### src/rtl/mem_bus_arb.sv
// Two-master arbiter for a single-slave memory bus. There is one outstanding
// access at a time. The access completes on s_ack or ends with an error after TIMEOUT BUSY cycles.
module mem_bus_arb #(
   parameter int unsigned TIMEOUT = 16,
   parameter bit          M0_PRIO = 1'b0
) (
   input  logic        clk,
   input  logic        reset,

   input  logic        m0_req,
   input  logic        m0_we,
   input  logic [3:0]  m0_be,
   input  logic [31:0] m0_addr,
   input  logic [31:0] m0_wdata,
   input  logic        m0_kill,
   output logic        m0_gnt,
   output logic        m0_done,
   output logic [31:0] m0_rdata,
   output logic        m0_err,

   input  logic        m1_req,
   input  logic        m1_we,
   input  logic [3:0]  m1_be,
   input  logic [31:0] m1_addr,
   input  logic [31:0] m1_wdata,
   output logic        m1_gnt,
   output logic        m1_done,
   output logic [31:0] m1_rdata,
   output logic        m1_err,

   output logic        s_req,
   output logic        s_we,
   output logic [3:0]  s_be,
   output logic [31:0] s_addr,
   output logic [31:0] s_wdata,
   input  logic [31:0] s_rdata,
   input  logic        s_ack
);

   typedef enum logic {IDLE = 1'b0, BUSY = 1'b1} state_t;

   localparam logic [7:0] CNT_LAST = 8'(TIMEOUT - 1);

   state_t      state_q, state_d;
   logic        owner_q, owner_d;     // 0 = M0, 1 = M1
   logic        last_q, last_d;       // master served by the most recent grant
   logic        we_q, we_d;
   logic [3:0]  be_q, be_d;
   logic [31:0] addr_q, addr_d;
   logic [31:0] wdata_q, wdata_d;
   logic [7:0]  cnt_q, cnt_d;
   logic        m0_done_q, m0_done_d;
   logic        m1_done_q, m1_done_d;
   logic        m0_err_q, m0_err_d;
   logic        m1_err_q, m1_err_d;
   logic [31:0] m0_rdata_q, m0_rdata_d;
   logic [31:0] m1_rdata_q, m1_rdata_d;

   logic        elig0, elig1, pick1;
   logic        busy;

   always_comb begin
      state_d    = state_q;
      owner_d    = owner_q;
      last_d     = last_q;
      we_d       = we_q;
      be_d       = be_q;
      addr_d     = addr_q;
      wdata_d    = wdata_q;
      cnt_d      = cnt_q;
      m0_done_d  = 1'b0;
      m1_done_d  = 1'b0;
      m0_err_d   = 1'b0;
      m1_err_d   = 1'b0;
      m0_rdata_d = m0_rdata_q;
      m1_rdata_d = m1_rdata_q;
      m0_gnt     = 1'b0;
      m1_gnt     = 1'b0;
      pick1      = 1'b0;
      elig0      = m0_req & ~m0_kill;
      elig1      = m1_req;

      case (state_q)
         IDLE: begin
            // Grants are combinational, so they are also masked while reset is held.
            if (reset && (elig0 || elig1)) begin
               if (elig0 && elig1) begin
                  pick1 = M0_PRIO ? 1'b0 : ~last_q;
               end else begin
                  pick1 = elig1;
               end
               m0_gnt  = ~pick1;
               m1_gnt  = pick1;
               owner_d = pick1;
               last_d  = pick1;
               we_d    = pick1 ? m1_we    : m0_we;
               be_d    = pick1 ? m1_be    : m0_be;
               addr_d  = pick1 ? m1_addr  : m0_addr;
               wdata_d = pick1 ? m1_wdata : m0_wdata;
               cnt_d   = '0;
               state_d = BUSY;
            end
         end
         BUSY: begin
            if (s_ack) begin
               m0_done_d = ~owner_q;
               m1_done_d = owner_q;
               if (!we_q) begin
                  if (owner_q) m1_rdata_d = s_rdata;
                  else         m0_rdata_d = s_rdata;
               end
               state_d = IDLE;
            end else if (cnt_q == CNT_LAST) begin
               m0_done_d = ~owner_q;
               m1_done_d = owner_q;
               m0_err_d  = ~owner_q;
               m1_err_d  = owner_q;
               state_d   = IDLE;
            end else begin
               cnt_d = cnt_q + 8'd1;
            end
         end
         default: state_d = IDLE;
      endcase
   end

   always_ff @(posedge clk or negedge reset) begin
      if (!reset) begin
         state_q    <= IDLE;
         owner_q    <= 1'b0;
         last_q     <= 1'b1;
         we_q       <= 1'b0;
         be_q       <= '0;
         addr_q     <= '0;
         wdata_q    <= '0;
         cnt_q      <= '0;
         m0_done_q  <= 1'b0;
         m1_done_q  <= 1'b0;
         m0_err_q   <= 1'b0;
         m1_err_q   <= 1'b0;
         m0_rdata_q <= '0;
         m1_rdata_q <= '0;
      end else begin
         state_q    <= state_d;
         owner_q    <= owner_d;
         last_q     <= last_d;
         we_q       <= we_d;
         be_q       <= be_d;
         addr_q     <= addr_d;
         wdata_q    <= wdata_d;
         cnt_q      <= cnt_d;
         m0_done_q  <= m0_done_d;
         m1_done_q  <= m1_done_d;
         m0_err_q   <= m0_err_d;
         m1_err_q   <= m1_err_d;
         m0_rdata_q <= m0_rdata_d;
         m1_rdata_q <= m1_rdata_d;
      end
   end

   // Slave payload is forced to zero whenever no access is in flight.
   assign busy     = (state_q == BUSY);
   assign s_req    = busy;
   assign s_we     = busy & we_q;
   assign s_be     = busy ? be_q    : 4'd0;
   assign s_addr   = busy ? addr_q  : 32'd0;
   assign s_wdata  = busy ? wdata_q : 32'd0;

   assign m0_done  = m0_done_q;
   assign m1_done  = m1_done_q;
   assign m0_err   = m0_err_q;
   assign m1_err   = m1_err_q;
   assign m0_rdata = m0_rdata_q;
   assign m1_rdata = m1_rdata_q;

endmodule

### config.mk
export PLATFORM = sky130hd
export DESIGN_NAME = mem_bus_arb
export DESIGN_NICKNAME = d
export VERILOG_FILES = /design/src/rtl/mem_bus_arb.sv
export SDC_FILE = /design/constraint.sdc
export NUM_CORES = 1
export LEC_CHECK = 0
export CAP_MARGIN = 20
export CORE_UTILIZATION = 41
export DETAILED_ROUTE_END_ITERATION = 10
export PLACE_DENSITY = 0.81
export SETUP_SLACK_MARGIN = 0.02
export SLEW_MARGIN = 20
export SYNTH_ARGS = -nofsm -noshare
export SYNTH_HDL_FRONTEND = slang
export SYNTH_SLANG_ARGS = --single-unit
### constraint.sdc
create_clock -name clk -period 2.2 [get_ports clk]
set_clock_uncertainty 0.1 [all_clocks]
set_input_delay 0.44 -clock clk [delete_from_list [all_inputs] [get_ports clk]]
set_output_delay 0.44 -clock clk [all_outputs]
set_load 0.02 [all_outputs]
* Word level (Yosys, flattened, before mapping)
Index checks and enable logic that the tools add are counted.
** Operators by class
- Add/subtract/negate cells :: 1
- Equal/unequal tests :: 4
- Muxes and demuxes :: 32
- Bitwise operators :: 8
- Reduce and logical (&&, ||, !) cells :: 7
** Operators with widths (number)
- 2-to-1 mux 32 bit :: 4
- 2-to-1 mux 8 bit :: 3
- 2-to-1 mux 1 bit :: 21
- one-hot mux 8 bit (2 select lines) :: 1
- adder 8 x 1 -> 8 bit, second input constant :: 1
- == test 8 x 4 -> 1 bit, second input constant :: 1
- 2-to-1 mux 4 bit :: 2
- AND reduction 4 bit :: 2
- inequality test 2 bit, second input constant :: 3
- inverter 1 bit :: 6
- AND reduction 3 bit :: 1
- AND 1 bit :: 2
- logical AND 1 bit :: 2
- one-hot mux 1 bit (2 select lines) :: 1
- AND reduction 2 bit :: 1
- logical OR 1 bit :: 1
** Storage, ports and cells
- Register bits after elaboration :: 148
- Input bits :: 176
- Output and inout bits :: 140
- Word-level logic and storage cells :: 66

* Depth between registers and ports, before layout
- Word-level depth :: 9
- Gate-level depth with buffers :: 6
- Mapped depth without buffers :: 5

* Worst setup path after synthesis
OpenSTA, ideal clock, no wires.
- Path type :: register -> output
- Start :: reg state_q, in the netlist s_req
- End :: out m0_gnt
- Arrival time :: 1.321 ns
- Data required time :: 1.660 ns
- Slack :: 0.339 ns
- Stages on the path, launching flop included :: 5
- Buffers on the path :: 1
- Cell sequence :: dfrtp_1 > nor2b_1 > o21ai_2 > a21oi_1 > buf_2
** Between the ends
- Cells in the longest elaborated chain, start to end :: 1
** Ends and longest elaborated chain
- from (decl) :: line 44 : state_t state_q, state_d;
- from (signal assigned) :: line 144 : state_q <= state_d;
- 2-to-1 mux 1 bit :: line 83 : case (state_q)
- to (decl) :: line 16 : output logic m0_gnt,
No other way between the ends.

* Worst setup path after layout
- Start :: reg state_q, in the netlist s_req
- End :: out s_addr[23]
** Between the ends
- Cells in the longest elaborated chain, start to end :: 1
** Ends and longest elaborated chain
- 2-to-1 mux 32 bit :: line 166 : assign s_addr = busy ? addr_q : 32'd0;
- to (decl) :: line 34 : output logic [31:0] s_addr,
No other way between the ends.

==> out/metrics.yaml <==
sta:
  slew_violations: 0
  min_period_over_period_pct: 97.3
  max_slew_margin_pct: 45.2
  setup_viol: 0
  max_freq_ghz: 0.467
  fin_crit_ns: 2.14
  tns_ns: 0
  rsz0062_at_grt: "true"
  worst_slew_pin_slew_ns: 0.821
  worst_slack_ns: 0.0589
  hold_viol: 0
setup_path:
  rr_worst_depth: 5
  cp_slowest_cell: "dfrtp_2"
  path_buf_inv: 2
  crit_path_end_kind: "output pin"
  endpoint: "s_addr[23]"
  slowest_delay_ns: 0.45
  startpoint_type: "flop"
  cp-startpoint: "s_req"
  crit_family: "buffers and inverters"
  path_class: "reg -> out"
  r2r_slack_ns: 0.22
  r2r_start: "s_req"
  critPathArrivalTime_ns: 1.60
  r2r-end: "addr_q[11]"
  path_cells: "clkbuf_16 -> and2_1 -> dlygate4sd2_1"
  crit_fanout: 28
  crit_required_ns: 1.66
  crit_cells: 3
placement:
  dp_slack_ns: -0.432
  gp_congestion: 0.781
  placedInstanceArea_mm2: 0.00993
  placement.io_buffers: 315
  hpwl_mm: 14.1
grt:
  grt_usage_pct: 24.4
  grt_start_max_net_pins: 72
  antenna_found_initial: 0
  grt-ovfl-total: 0
  grt_pass1_wl_mm: 30.6
  grt_pass1_vias: 5899
logic_synthesis:
  ys_types: 38
  synth_top_area_share_pct: 56.4
  netlist.top_cell.by_area: "dfrtp_1"
  syn_nets: 687
  ys_top_cells_by_area: "dfrtp_1, mux2_2, a22o_1"
  ys_warn_count: 0
  seq_area_frac_synth_pct: 56.8
  syn_area_per_cell_um2: 12.8
  yosys_register_bits: 148
  syn_area_mm2: 0.00653
  synthCells: 510
floorplan:
  fp-row-count: 45
  coreArea_mm2: 0.0154
  die_h_um: 128
  dieWidth_um: 128
  initial_core_util_pct: 42.5
  ios: 316
  die_area_mm2: 0.0164
drt:
  route.detailed.drc: 0
  viasPerCell: 5.17
  wl_per_cell_um: 19.1
  drtIter0Drc: 147
  route.vias.total: 5406
  drtPass1Iterations: 5
  wirelength_mm: 20.0
  ant_nets: 0
clock_network:
  htree_levels: 4
  post-cts-setup-buffer-count: 0
  cts.reportedPaths.clkPinSlew_ns: 0.06
  cts_root_buffer: "clkbuf_16"
  cts_made_buffers: 17
  clk-insertion-delay-late_ns: 0.42
  clock_path_buffers: 2
  clock-sinks: 148
  cts_tree: "built"
final_layout:
  most-common-layout-cells: "clkdlybuf4s50_1, dfrtp_1, a21o_1, a22o_1, and2_1"
  final_common_cell: "clkdlybuf4s50_1"
  n_antenna_cell: 0
  drive_above_1_share_pct: 15.2
  final_nets: 998
  syn_to_final_growth_pct: 60.9
  stdcell_area_mm2: 0.0105
pwr:
  power_density_mw_per_mm2: 1140
  p_total_w: 0.0119
  vdd_ir_drop_max_v: 0.000562
  power.leakage_nw: 5.08
status:
  outcome: "complete, no violations"
min_path:
  hp-class: "in -> async"
job:
  maxCapViolCount: 0
[through the flow]
step	instances	utilization [%]	hold slack (ns)
floorplan	510	-	0.0444
global placement	1012	64.6	0.363
detailed placement	1012	64.6	0.377
CTS	1044	68.0	0.116
global route	1045	68.3	0.145
finish	1045	68.3	0.0809
[sequential cells by signal, indices dropped and copies added (netlist names)]
signal    cells
m0_rdata     32
m0_done       1
cnt_q         8
m1_err        1
s_req         1
addr_q       32
wdata_q      32
we_q          1
m1_done       1
m1_rdata     32
last_q        1
m0_err        1
be_q          4
owner_q       1
[final cells by class]
class	count	area, um^2
Clock buffer	18	429
Multi-Input combinational cell	321	2660
Clock inverter	14	179
Sequential cell	148	3710
Tap cell	211	264
Timing Repair Buffer	330	3250
Inverter	3	11.3
Fill cell	1122	4870
[Yosys cell counts, drive strengths merged]
master and n:
a22o 70, nand4b 1, clkbuf 14, inv 3, dfrtp 147, o21ai 5
a21o 72, nor4bb 1, nor3b 1, dfstp 1, a221o 1, o31ai 1
mux2i 2, nor2 6, a21oi 1, buf 24, and2b 1, nand2 5
a22oi 1, mux2 65, and3b 1, nand3 6, and2 71, and3 4
or4 1, or3 1, nand3b 1, nor2b 2, ha 1
[report_power, final]
part	switching, W	leakage (nW)	internal [W]
Combinational	0.00217	2.98	0.00251
Clock	0.00119	0.298	0.00180
Sequential	0.000557	1.80	0.00369
[how the worst min path moves through the flow]
stage               cells past startpoint         end      from
floorplan                               0   addr_q[0]     reset
global placement                        1    cnt_q[7]  cnt_q[7]
detailed placement                      1    cnt_q[7]  cnt_q[7]
CTS                                     2  wdata_q[7]     reset
global route                            2  addr_q[29]     reset
finish                                  2  addr_q[29]     reset
[worst reg2reg max path: cells and delay by family, from the launching register on]
family          cells  cell delay (ns)
compound gates      3             0.48
buf+inv             1             0.62
flops               1             0.47
simple gates        1             0.24
[per-layer routing]
metal | track usage (%) | part of all wire, % | vias to the layer above
met1 | 26.2 | 37 | 2674
met3 | 7.18 | 7.3 | 39
met2 | 44.3 | 52 | 231
met4 | 11.1 | 3.2 | 0
met5 | 0 | 0 | -
li1 | - | - | 2462
[kinds of logic after synthesis]
kind of cell,share of synthesized area (%)
buf+inv,3.09
mux,11.5
flops,56.8
simple gates,9.65
fa+ha+maj,0.192
compound gates,18.8
[what timing repair did]
item	in CTS	in global routing
pin swaps	1	0
cloned	0	1
gates resized for setup	82	8
hold buffers	0	0
setup endpoints to repair	112	83
No activity file was read; power rests on OpenSTA's default activity.
